[src/rtl/freq_update_seq.sv]
// freq_update_seq: periodic update sequencer for the frequency display.
// Samples the measured period, drives an external multi-cycle divider and a
// multi-cycle bin2bcd converter through start/done handshakes guarded by an
// 8-bit watchdog, and latches six digits for the digitron multiplexer.
// Optional feature macro: LZ_BLANK_EN (blank leading zeros of num0..num3).
module freq_update_seq #(
    parameter int NUMER         = 2000000,
    parameter int NUMER_W       = 21,
    parameter int DEN_W         = 10,
    parameter int REFRESH_TICKS = 500,
    parameter int OFFSET        = 2,
    parameter int TIMEOUT       = 255
) (
    input  logic               clk,
    input  logic               rst,
    input  logic               tick_1k,
    input  logic [DEN_W-1:0]   period_in,
    output logic               div_start,
    output logic [NUMER_W-1:0] div_numer,
    output logic [DEN_W-1:0]   div_denom,
    input  logic               div_done,
    input  logic [NUMER_W-1:0] div_quot,
    output logic               bcd_start,
    output logic [15:0]        bcd_bin,
    input  logic               bcd_done,
    input  logic [19:0]        bcd_digits,
    output logic [23:0]        disp_digits,
    output logic               disp_upd,
    output logic               err
);

    localparam int                 CNT_W     = (REFRESH_TICKS > 2) ? $clog2(REFRESH_TICKS) : 1;
    localparam logic [CNT_W-1:0]   TICK_LAST = CNT_W'(REFRESH_TICKS - 1);
    localparam logic [7:0]         WD_LIMIT  = 8'(TIMEOUT);
    localparam logic [NUMER_W-1:0] OFFS      = NUMER_W'(OFFSET);

    typedef enum logic [3:0] {
        ST_IDLE,
        ST_SAMPLE,
        ST_DIV_REQ,
        ST_DIV_WAIT,
        ST_ADJ,
        ST_BCD_REQ,
        ST_BCD_WAIT,
        ST_LATCH,
        ST_ERR
    } state_t;

    state_t             state_q, state_d;
    logic [CNT_W-1:0]   tick_cnt_q, tick_cnt_d;
    logic               req_q, req_d;
    logic [7:0]         wd_q, wd_d;
    logic [NUMER_W-1:0] quot_q, quot_d;
    logic [DEN_W-1:0]   div_denom_q, div_denom_d;
    logic [15:0]        bcd_bin_q, bcd_bin_d;
    logic [23:0]        disp_q, disp_d;
    logic               err_q, err_d;

    logic [NUMER_W-1:0] adj_val;
    logic [31:0]        adj_ext;
    logic [23:0]        latch_digits;

    // Refresh tick counter: a wrap produces a one-cycle update request.
    always_comb begin
        tick_cnt_d = tick_cnt_q;
        req_d      = 1'b0;
        if (tick_1k) begin
            if (tick_cnt_q == TICK_LAST) begin
                tick_cnt_d = '0;
                req_d      = 1'b1;
            end else begin
                tick_cnt_d = tick_cnt_q + 1'b1;
            end
        end
    end

    // Quotient minus calibration offset, clamped at zero.
    always_comb begin
        adj_val = (quot_q < OFFS) ? '0 : (quot_q - OFFS);
        adj_ext = 32'(adj_val);
    end

    // Digits as presented to the display, optionally with leading zeros blanked.
    always_comb begin
`ifdef LZ_BLANK_EN
        logic blanking;
        blanking     = 1'b1;
        latch_digits = {bcd_digits, 4'd0};
        // Only num0..num3 may be blanked; num4 always shows so zero reads "0".
        for (int i = 0; i < 4; i++) begin
            if (blanking && (latch_digits[23-4*i -: 4] == 4'd0)) begin
                latch_digits[23-4*i -: 4] = 4'hF;
            end else begin
                blanking = 1'b0;
            end
        end
`else
        latch_digits = {bcd_digits, 4'd0};
`endif
    end

    // Sequencer next-state and datapath updates.
    always_comb begin
        state_d     = state_q;
        wd_d        = wd_q;
        quot_d      = quot_q;
        div_denom_d = div_denom_q;
        bcd_bin_d   = bcd_bin_q;
        disp_d      = disp_q;
        err_d       = err_q;
        case (state_q)
            ST_IDLE: begin
                if (req_q) begin
                    state_d = ST_SAMPLE;
                end
            end
            ST_SAMPLE: begin
                div_denom_d = period_in;
                state_d     = (period_in == '0) ? ST_ERR : ST_DIV_REQ;
            end
            ST_DIV_REQ: begin
                wd_d    = 8'd0;
                state_d = ST_DIV_WAIT;
            end
            ST_DIV_WAIT: begin
                wd_d = wd_q + 8'd1;
                // A done coinciding with the timeout still counts as success.
                if (div_done) begin
                    quot_d  = div_quot;
                    state_d = ST_ADJ;
                end else if (wd_d == WD_LIMIT) begin
                    state_d = ST_ERR;
                end
            end
            ST_ADJ: begin
                if (adj_ext > 32'd65535) begin
                    state_d = ST_ERR;
                end else begin
                    bcd_bin_d = adj_ext[15:0];
                    state_d   = ST_BCD_REQ;
                end
            end
            ST_BCD_REQ: begin
                wd_d    = 8'd0;
                state_d = ST_BCD_WAIT;
            end
            ST_BCD_WAIT: begin
                wd_d = wd_q + 8'd1;
                // Digits are only valid alongside bcd_done, so capture them here;
                // the display register then changes in the same cycle as disp_upd.
                if (bcd_done) begin
                    disp_d  = latch_digits;
                    err_d   = 1'b0;
                    state_d = ST_LATCH;
                end else if (wd_d == WD_LIMIT) begin
                    state_d = ST_ERR;
                end
            end
            ST_LATCH: begin
                state_d = ST_IDLE;
            end
            ST_ERR: begin
                err_d   = 1'b1;
                state_d = ST_IDLE;
            end
            default: begin
                state_d = ST_IDLE;
            end
        endcase
    end

    // State and datapath registers with synchronous reset.
    always_ff @(posedge clk) begin
        if (rst) begin
            state_q     <= ST_IDLE;
            tick_cnt_q  <= '0;
            req_q       <= 1'b0;
            wd_q        <= 8'd0;
            quot_q      <= '0;
            div_denom_q <= '0;
            bcd_bin_q   <= 16'd0;
            disp_q      <= 24'h000000;
            err_q       <= 1'b0;
        end else begin
            state_q     <= state_d;
            tick_cnt_q  <= tick_cnt_d;
            req_q       <= req_d;
            wd_q        <= wd_d;
            quot_q      <= quot_d;
            div_denom_q <= div_denom_d;
            bcd_bin_q   <= bcd_bin_d;
            disp_q      <= disp_d;
            err_q       <= err_d;
        end
    end

    assign div_start   = (state_q == ST_DIV_REQ);
    assign bcd_start   = (state_q == ST_BCD_REQ);
    assign disp_upd    = (state_q == ST_LATCH);
    assign div_numer   = NUMER_W'(NUMER);
    assign div_denom   = div_denom_q;
    assign bcd_bin     = bcd_bin_q;
    assign disp_digits = disp_q;
    assign err         = err_q;

endmodule

[config.mk]
export PLATFORM = sky130hd
export DESIGN_NAME = freq_update_seq
export DESIGN_NICKNAME = d
export VERILOG_FILES = /design/src/rtl/freq_update_seq.sv
export SDC_FILE = /design/constraint.sdc
export NUM_CORES = 1
export LEC_CHECK = 0
export CORE_MARGIN = 2
export CORE_UTILIZATION = 47
export CTS_CLUSTER_DIAMETER = 120
export DETAILED_ROUTE_END_ITERATION = 8
export PLACE_DENSITY = 0.78
export SETUP_SLACK_MARGIN = 0.05
export SKIP_LAST_GASP = 1
export SLEW_MARGIN = 30
export SYNTH_ARGS = -nofsm -noshare
export SYNTH_HDL_FRONTEND = slang
export SYNTH_SLANG_ARGS = --single-unit
[constraint.sdc]
create_clock -name clk -period 2.9 [get_ports clk]
set_input_delay 0.58 -clock clk [delete_from_list [all_inputs] [get_ports clk]]
set_output_delay 0.58 -clock clk [all_outputs]
set_load 0.01 [all_outputs]
==> After elaboration in Yosys (flattened, before gate mapping) <==
Cells that the tools add are included.
{ "totals": {"regBits": 90, "inputBits": 56, "output_inout_bits": 75, "elab_cells": 52} }
{ "classes": {"n_addsub": 3, "magnitude_cmp": 2, "n_eq_ne": 12, "muxes": 13, "bitwise": 2, "n_reduce_logical": 11} }
{ "op_table": {"columns": ["cell", "n"], "rows": [
  ["case mux 4 bit (7 select lines)", 1],
  ["two-way mux 4 bit", 6],
  ["greater-than comparator 21 x 16 -> 1 bit, second input constant", 1],
  ["< comparator 21 x 2 -> 1 bit, second input constant", 1],
  ["two-way mux 21 bit", 1],
  ["subtractor 21 x 2 -> 21 bit, second input constant", 1],
  ["equality test 4 x 3 -> 1 bit, second input constant", 4],
  ["case mux 8 bit (2 select lines)", 1],
  ["zero test 10 bit", 1],
  ["adder 9 x 1 -> 9 bit, second input constant", 1],
  ["equality test 9 bit, second input constant", 1],
  ["two-way mux 9 bit", 1],
  ["adder 8 x 1 -> 8 bit, second input constant", 1],
  ["equality test 4 x 2 -> 1 bit, second input constant", 2],
  ["equality test 8 bit, second input constant", 1],
  ["AND reduction 2 bit", 4],
  ["OR reduction 2 bit", 3],
  ["equality test 4 x 1 -> 1 bit, second input constant", 1],
  ["equality test 4 bit, second input constant", 1],
  ["zero test 4 bit", 1],
  ["!= test 2 bit, second input constant", 2],
  ["nonzero test 2 bit", 2],
  ["two-way mux 1 bit", 2],
  ["inverter 1 bit", 2],
  ["case mux 1 bit (2 select lines)", 1]
]} }

==> Depth between registers and ports, before layout <==
{ "depth": {"word_depth": 5, "mapped_depth": 10, "depth_no_buf": 7} }

==> Worst setup path before layout <==
Ideal clock, no wire load.
{ "synth_timing": {"kind": "register to register", "from": "reg quot_q[3]", "to": "reg bcd_bin_q[4], in the netlist bcd_bin[4]", "setup_time_ps": 74, "t_arrival_ps": 2555, "required_ps": 2826, "path_slack_ps": 271, "path_stages_with_launch": 8, "n_path_buf": 1, "period_less_slack_ps": 2629, "path_cell_list": "dfxtp_1 > nor4_4 > nand3_2 > or4b_1 > a221o_1 > buf_6 > or4b_1 > a31oi_1"} }
{ "synth_via": {"elab_chain_len": 5, "word_cells_on_any_way": 6, "classes_between": "add/sub: 1; order compare: 2; mux: 1; bitwise: 1; reduce/logical: 1"} }
{ "synth_lines": {"columns": ["item", "line", "rtl"], "rows": [
  ["start: declaration", "53", "logic [NUMER_W-1:0] quot_q, quot_d;"],
  ["start signal: assignment", "189", "quot_q <= quot_d;"],
  ["subtractor 21 x 2 -> 21 bit or < comparator 21 x 2 -> 1 bit (tied branches)", "79", "adj_val = (quot_q < OFFS) ? '0 : (quot_q - OFFS);"],
  ["two-way mux 21 bit *", "79", null],
  ["greater-than comparator 21 x 16 -> 1 bit", "136", "if (adj_ext > 32'd65535) begin"],
  ["inverter 1 bit (no line)", null, null],
  ["AND reduction 2 bit (no line)", null, null],
  ["end signal: assignment", "191", "bcd_bin_q <= bcd_bin_d;"],
  ["end: declaration", "55", "logic [15:0] bcd_bin_q, bcd_bin_d;"]
]} }
Mark *: on every way between the ends. The rest lies on a longest branch, timed or not.
A chain may end at the register's enable or synchronous reset.

==> Final worst setup path <==
{ "layout_timing": {"from": "reg quot_q[6]", "to": "reg bcd_bin_q[11], in the netlist bcd_bin[11]"} }
Same word-level chain as after synthesis.

==> summary.md <==
| Metric | Value |
|---|---|
| Seq cells post-synth | `90` |
| Post-DRT Antenna Nets | `0` |
| CTS Sinks | `90` |
| Total track usage | `0.203` |
| FP Rows | `35` |
| Core area | `9150 um^2` |
| Sequential Area | `1800 um^2` |
| # H-tree levels | `3` |
| Number of fillers in the final layout | `813` |
| Async S/R FF share, synth | `0` |
| Post-Syn Area | `4380 um^2` |
| Critical path type | `reg -> reg` |
| Final Max Tran Viols | `0` |
| Reg2reg start | `quot_q[6]` |
| Sequential area share after synthesis | `0.411` |
| Die span in x | `101 um` |
| Global-route wire length before repair | `16.8 mm` |
| Setup tns final | `0 ns` |
| Crit. End Element | `flip-flop` |
| Gpl congestion | `0.993` |
| Power per cell area | `389 nW/um^2` |
| Final Hold Viols | `0` |
| Top_reg_cell synth | `dfxtp_1` |
| Worst-path clk slew | `0.10 ns` |
| Via count | `4156` |
| Worst Max-Slew Pin Slew | `0.719 ns` |
| Grt ovf | `0` |
| Detail Placement HPWL | `7.69 mm` |
| Fin nets | `728` |
| Most frequent cells in the layout | `137 x nand2_1, 104 x clkdlybuf4s50_1, 90 x dfxtp_1, 67 x a21oi_1, 42 x nor2_1` |
| FMAX | `0.364 GHz` |
| CP startpoint kind | `flip-flop` |
| Min-Delay Path Depth | `2` |
| RSZ-0062 raised after global routing | `true` |
| Drc violations | `0` |
| Area added between synthesis and finish | `28.9%` |
| Vias in the first global route | `3700` |
| Critical path required time | `3.19 ns` |
| Warnings, synthesis | `0` |
| Port Buffers | `105` |
| Largest net degree at the start of global routing | `49` |
| Hold_sp | `disp_digits[11]` |
| TritonCTS clock tree | `done` |
| Area of the multi-input gates | `2330 um^2` |
| Post-Synthesis Cells | `574` |
| Number of antenna violations at the first check in global routing | `0` |
| Die ar. | `10100 um^2` |
| Hold endpoint | `disp_digits[11]` |
| WP data arrival | `3.03 ns` |
| Leak pwr | `0.00194 uW` |
| Ant. Diodes | `0` |
| Critical path peak fanout | `34` |
| Run status | `finished, final reports clean` |
| Max rail drop VDD | `288 uV` |
| Drt first pass iters | `5` |
| R2r endpoint | `bcd_bin[11]` |
| Post-synth EDFFs | `0` |
| Max-Cap Viols | `0` |
| Ratio of cells with drive above 1 in the final layout | `0.0624` |
| Clk buf depth | `2` |
| Most common cell after layout, fill and taps aside | `nand2_1` |
| Iteration-0 DRC Markers | `285` |
| Hold Crit Class | `reg -> reg` |
| R2r setup slk | `0.16 ns` |
| Total Wirelength | `10.4 mm` |
| Hold WS | `0.458 ns` |
| DIE HEIGHT | `101 um` |
| IO Count | `131` |
| Relative slew margins | `0.519` |
| CTS Root Cell | `clkbuf_8` |
| Fin crit period | `2.74 ns` |
| Clk_lat worst skew | `0.36 ns` |
| Drt wl/cell | `13.3 um` |
| Final setup violation count | `0` |
| Period utilisation layout | `0.946` |
| Initial Util | `0.479` |
| Clock Skew | `0.0115 ns` |
| Yosys cell types | `47` |
| R2R depth | `7` |
| Avg Cell Area, Syn | `7.63 um^2` |
| Num CTS Buffers | `9` |
| Vias per cell | `5.30` |
==> sequential cells by signal, summed over array words and instances, names as in the netlist <==
register,cells
tick_cnt_q,9
state_q,4
bcd_bin,16
quot_q,21
div_denom,10
err,1
wd_q,8
req_q,1
disp_digits,20
==> logic make-up (layout without fill, tap and decap cells) <==
kind of cell    Yosys count  in the layout  synth area share
simple gates            278            278             0.306
compound gates          112            112             0.145
flops                    90             90             0.411
buf+inv                  66            142            0.0797
xor+xnor                 20             20            0.0400
fa+ha+maj                 4              4            0.0114
other cells               2             25           0.00171
mux                       2              2           0.00457
==> what timing repair did <==
| item | 4_1_cts | 5_1_grt |
|---|---|---|
| endpoints found under the setup margin | 0 | 12 |
| hold buffers | 0 | 0 |
| setup buffers | 0 | 2 |
| hold endpoints to repair | 0 | 0 |
| gates resized for setup | 0 | 1 |
==> worst max-delay path, stage by stage, from the launching register on <==
cell and delay [ns]:
dfxtp_1 0.36, nor4_4 0.42, nand3_2 0.13, or4b_1 0.48, a221o_1 0.40, buf_12 0.18
or4_1 0.53, a31oi_1 0.17
==> area by class of cell <==
class	instances	share of cell area
Clock inverter	7	0.0117
Clock buffer	9	0.0219
Multi-Input combinational cell	441	0.412
Inverter	7	0.00465
Sequential cell	90	0.319
Timing Repair Buffer	119	0.206
Tap cell	111	0.0246
==> per-layer routing <==
metal	up-vias	share of wire	track usage
li1	2112	-	-
met2	147	0.48	0.331
met3	20	0.058	0.0340
met5	-	0	0
met4	0	0.017	0.0685
met1	1877	0.45	0.274
==> synthesized netlist by cell type, types with 2 or more instances <==
master    instances  area (um^2)
a311oi_1          3         26.3
ha_1              4         50.1
nand4b_1          2         17.5
o41ai_1           2         17.5
nand4_1           5         31.3
o21ai_0          10         50.1
nand3_1          28          140
nor2_1           42          158
nand2b_1          6         37.5
buf_4            25          188
a31oi_1          16          100
nor2b_1           3         18.8
nand2_1         137          514
nor3b_1           2         15.0
dfxtp_1          90         1800
nand3b_1          7         52.6
o22ai_1           3         18.8
and3_1            4         25.0
or4b_1            8         80.1
a21oi_1          67          335
mux2i_1           2         20.0
or3_1             4         25.0
nor3_1           11         55.1
clkbuf_1         33          124
xor2_1           11         96.3
or2_2             3         18.8
inv_1             7         26.3
nor4_2            2         25.0
conb_1            2         7.51
a211oi_1          4         30.0
xnor2_1           9         78.8
or4_1             7         52.6
==> worst max path at each step <==
stage	startpoint	to	slack [ns]
2_1_floorplan	quot_q[3]	bcd_bin[4]	0.27
3_3_place_gp	quot_q[3]	bcd_bin[8]	0.19
3_5_place_dp	quot_q[3]	bcd_bin[11]	0.07
4_1_cts	quot_q[3]	bcd_bin[11]	0.07
5_1_grt	quot_q[4]	bcd_bin[8]	0.03
6_report	quot_q[6]	bcd_bin[11]	0.16
==> power by group <==
group	switching, uW	internal (uW)
combinational	52.3	72.7
clock	494	336
sequential	3.40	1240
total	549	1650
==> per-stage QoR <==
step,instances,power [uW],cell area [um^2],setup WS [ns],utilization
floorplan,597,1340,4470,0.271,-
finish,784,2200,5650,0.156,0.617
global placement,766,1390,5440,0.189,0.594
detailed placement,766,1390,5440,0.0698,0.594
CTS,782,2210,5630,0.0664,0.615
global route,784,2280,5650,0.0276,0.617
No activity file was read; power rests on OpenSTA's default activity.
==> variant (config.mk and constraints unchanged) <==
Build with the macro `LZ_BLANK_EN` defined.
--- a/src/rtl/freq_update_seq.sv
+++ b/src/rtl/freq_update_seq.sv
@@ -5,2 +5,4 @@
 // Optional feature macro: LZ_BLANK_EN (blank leading zeros of num0..num3).
+`define LZ_BLANK_EN
+
 module freq_update_seq #(
Behaviour: same outputs for any inputs over 10 cycles, from zero or initial values and one cycle with rst high; that may be too few to reach the edited logic, so the function may still have changed.
==> variant against the original RTL <==
Clock skew shrank 0.0017 ns; highest routed layer unchanged; area after synthesis is 8.4% higher; cell area up 5.0%; critical path type is now register to primary output; setup slack better by 0.0080 ns; sequential cell count is the same; clock power down 3.5%; wire length rose by 9.3%; fmax is 0.29% higher; power is 0.82% lower; critical endpoint is now bcd_start; first-iteration DRC count up 24%.
==> variant: results (changes against the original RTL) <==
Yosys
  • Synth Area in Compound Gates: 15.99% (was 14.54%)
  • Top post-synthesis cells by count: nand2_1, dfxtp_1, a21oi_1, nor2_1, nand3_1 (was nand2_1, dfxtp_1, a21oi_1, nor2_1, clkbuf_1)
  • Synth Area in Adders: 1.054% (was 1.143%)
  • Netlist cell types: 66 (was 47)
  • Sequential element share of the synthesized area: 37.93% (was 41.13%)
  • Post-Synth XOR/XNOR Area: 3.872% (was 3.999%)
  • Post-synthesis cell count: 581 (was 574)

Global routing
  • Vias in the first global route: 3960 (was 3700)
  • First-pass GRT wire length: 18740 um (was 16830 um)
  • Grt met2 use: 32.63% (was 33.09%)
  • Total GRT Usage: 20.53% (was 20.30%)
  • Grt met1 use: 27.50% (was 27.36%)
  • Largest net degree at the start of global routing: 31 (was 49)

Hold path
  • Hold EP: div_denom[6]$_SDFFE_PP0N_ (was disp_digits[11]$_SDFFE_PP0P_)
  • Hold path start: div_denom[6]$_SDFFE_PP0N_ (was disp_digits[11]$_SDFFE_PP0P_)

Pwr
  • Max VDD drop: 0.3001 mV (was 0.2878 mV)
  • Leakage power total: 2.096 nW (was 1.941 nW)
  • Net switching fraction of the power: 21.95% (was 25.02%)

Routing
  • Via count: 4385 (was 4156)
  • Routed wire length: 11400 um (was 10430 um)
  • Detailed Route Iter0 Violations: 353 (was 285)
  • Met2 wire length: 5433 um (was 4986 um)
  • DR WL met3: 544 um (was 601 um)

Worst setup path
  • Worst-case reg-to-reg path depth: 6 (was 7)
  • Worst-path fanout max: 12 (was 34)
  • Cell family with most CP delay: buffers and inverters (was simple AND/OR/NAND/NOR gates)
  • Reg-to-reg endpoint: bcd_bin[14]$_SDFFE_PP0P_ (was bcd_bin[11]$_SDFFE_PP0P_)
  • CP endpoint: bcd_start (was bcd_bin[11]$_SDFFE_PP0P_)

Placement
  • Placed Cells: 795 (was 766)
  • RD Place Congestion: 0.9091 (was 0.9932)
  • Placed Instance Area: 0.005743 mm2 (was 0.005436 mm2)
  • DP HPWL: 8407 um (was 7692 um)

Cells and area
  • Final #Nets: 733 (was 728)
  • Share of cells above drive strength 1: 10.80% (was 6.241%)

STA
  • Tightest Pin Transition: 0.7346 ns (was 0.7191 ns)
  • Layout Skew: 0.009867 ns (was 0.01153 ns)

Status
  • Status: completed (unchanged)
[variant: changes by cell type after synthesis, moves of 11 or more]
| cell | unedited run | this run |
|---|---|---|
| nand2_1 | 137 | 92 |
| nor3_1 | 11 | 31 |
| a21oi_1 | 67 | 50 |
| nor4_1 | 1 | 18 |
| a31oi_1 | 16 | 3 |
| clkbuf_1 | 33 | 22 |
| nand3_2 | 1 | 12 |
[variant: layout make-up]
| class | instances | area, um2 |
|---|---|---|
| fillers | 865 | 3845 |
| multi-input cells | 444 | 2595 |
| flip-flops and latches | 90 | 1802 |
| repair buffers | 121 | 1166 |
| well taps | 133 | 166.4 |
| clock buffers | 11 | 131.4 |
| clock inverters | 3 | 42.54 |
| inverters | 7 | 26.28 |
[variant: power by group through the flow]
stage / combinational, mW / clock (mW) / sequential [mW]
2_1_floorplan: 0.0747 / 0 / 1.27
3_3_place_gp: 0.135 / 0 / 1.27
3_5_place_dp: 0.136 / 0 / 1.27
4_1_cts: 0.137 / 0.823 / 1.24
5_1_grt: 0.148 / 0.869 / 1.24
6_report: 0.137 / 0.801 / 1.24
[variant: stage by stage]
stage / hold WS, ns / util, % / setup slack [ns]
after floorplan: 0.4366 / - / 0.6203
after global placement: 0.4429 / 58.76 / 0.3144
after detailed placement: 0.4459 / 58.76 / 0.1295
after CTS: 0.4579 / 60.54 / 0.08721
after global routing: 0.4796 / 60.66 / 0.06654
final: 0.4573 / 60.66 / 0.1637
[variant: repair_timing]
item                       CTS  global route
setup endpoints to repair    0            17
gates resized for setup      0             3
hold buffers                 0             0
[variant: logic make-up after synthesis]
kind of cell	count (synthesis)
flops	90
simple gates	284
other cells	2
buf+inv	70
xor+xnor	21
compound gates	109
mux	1
fa+ha+maj	4
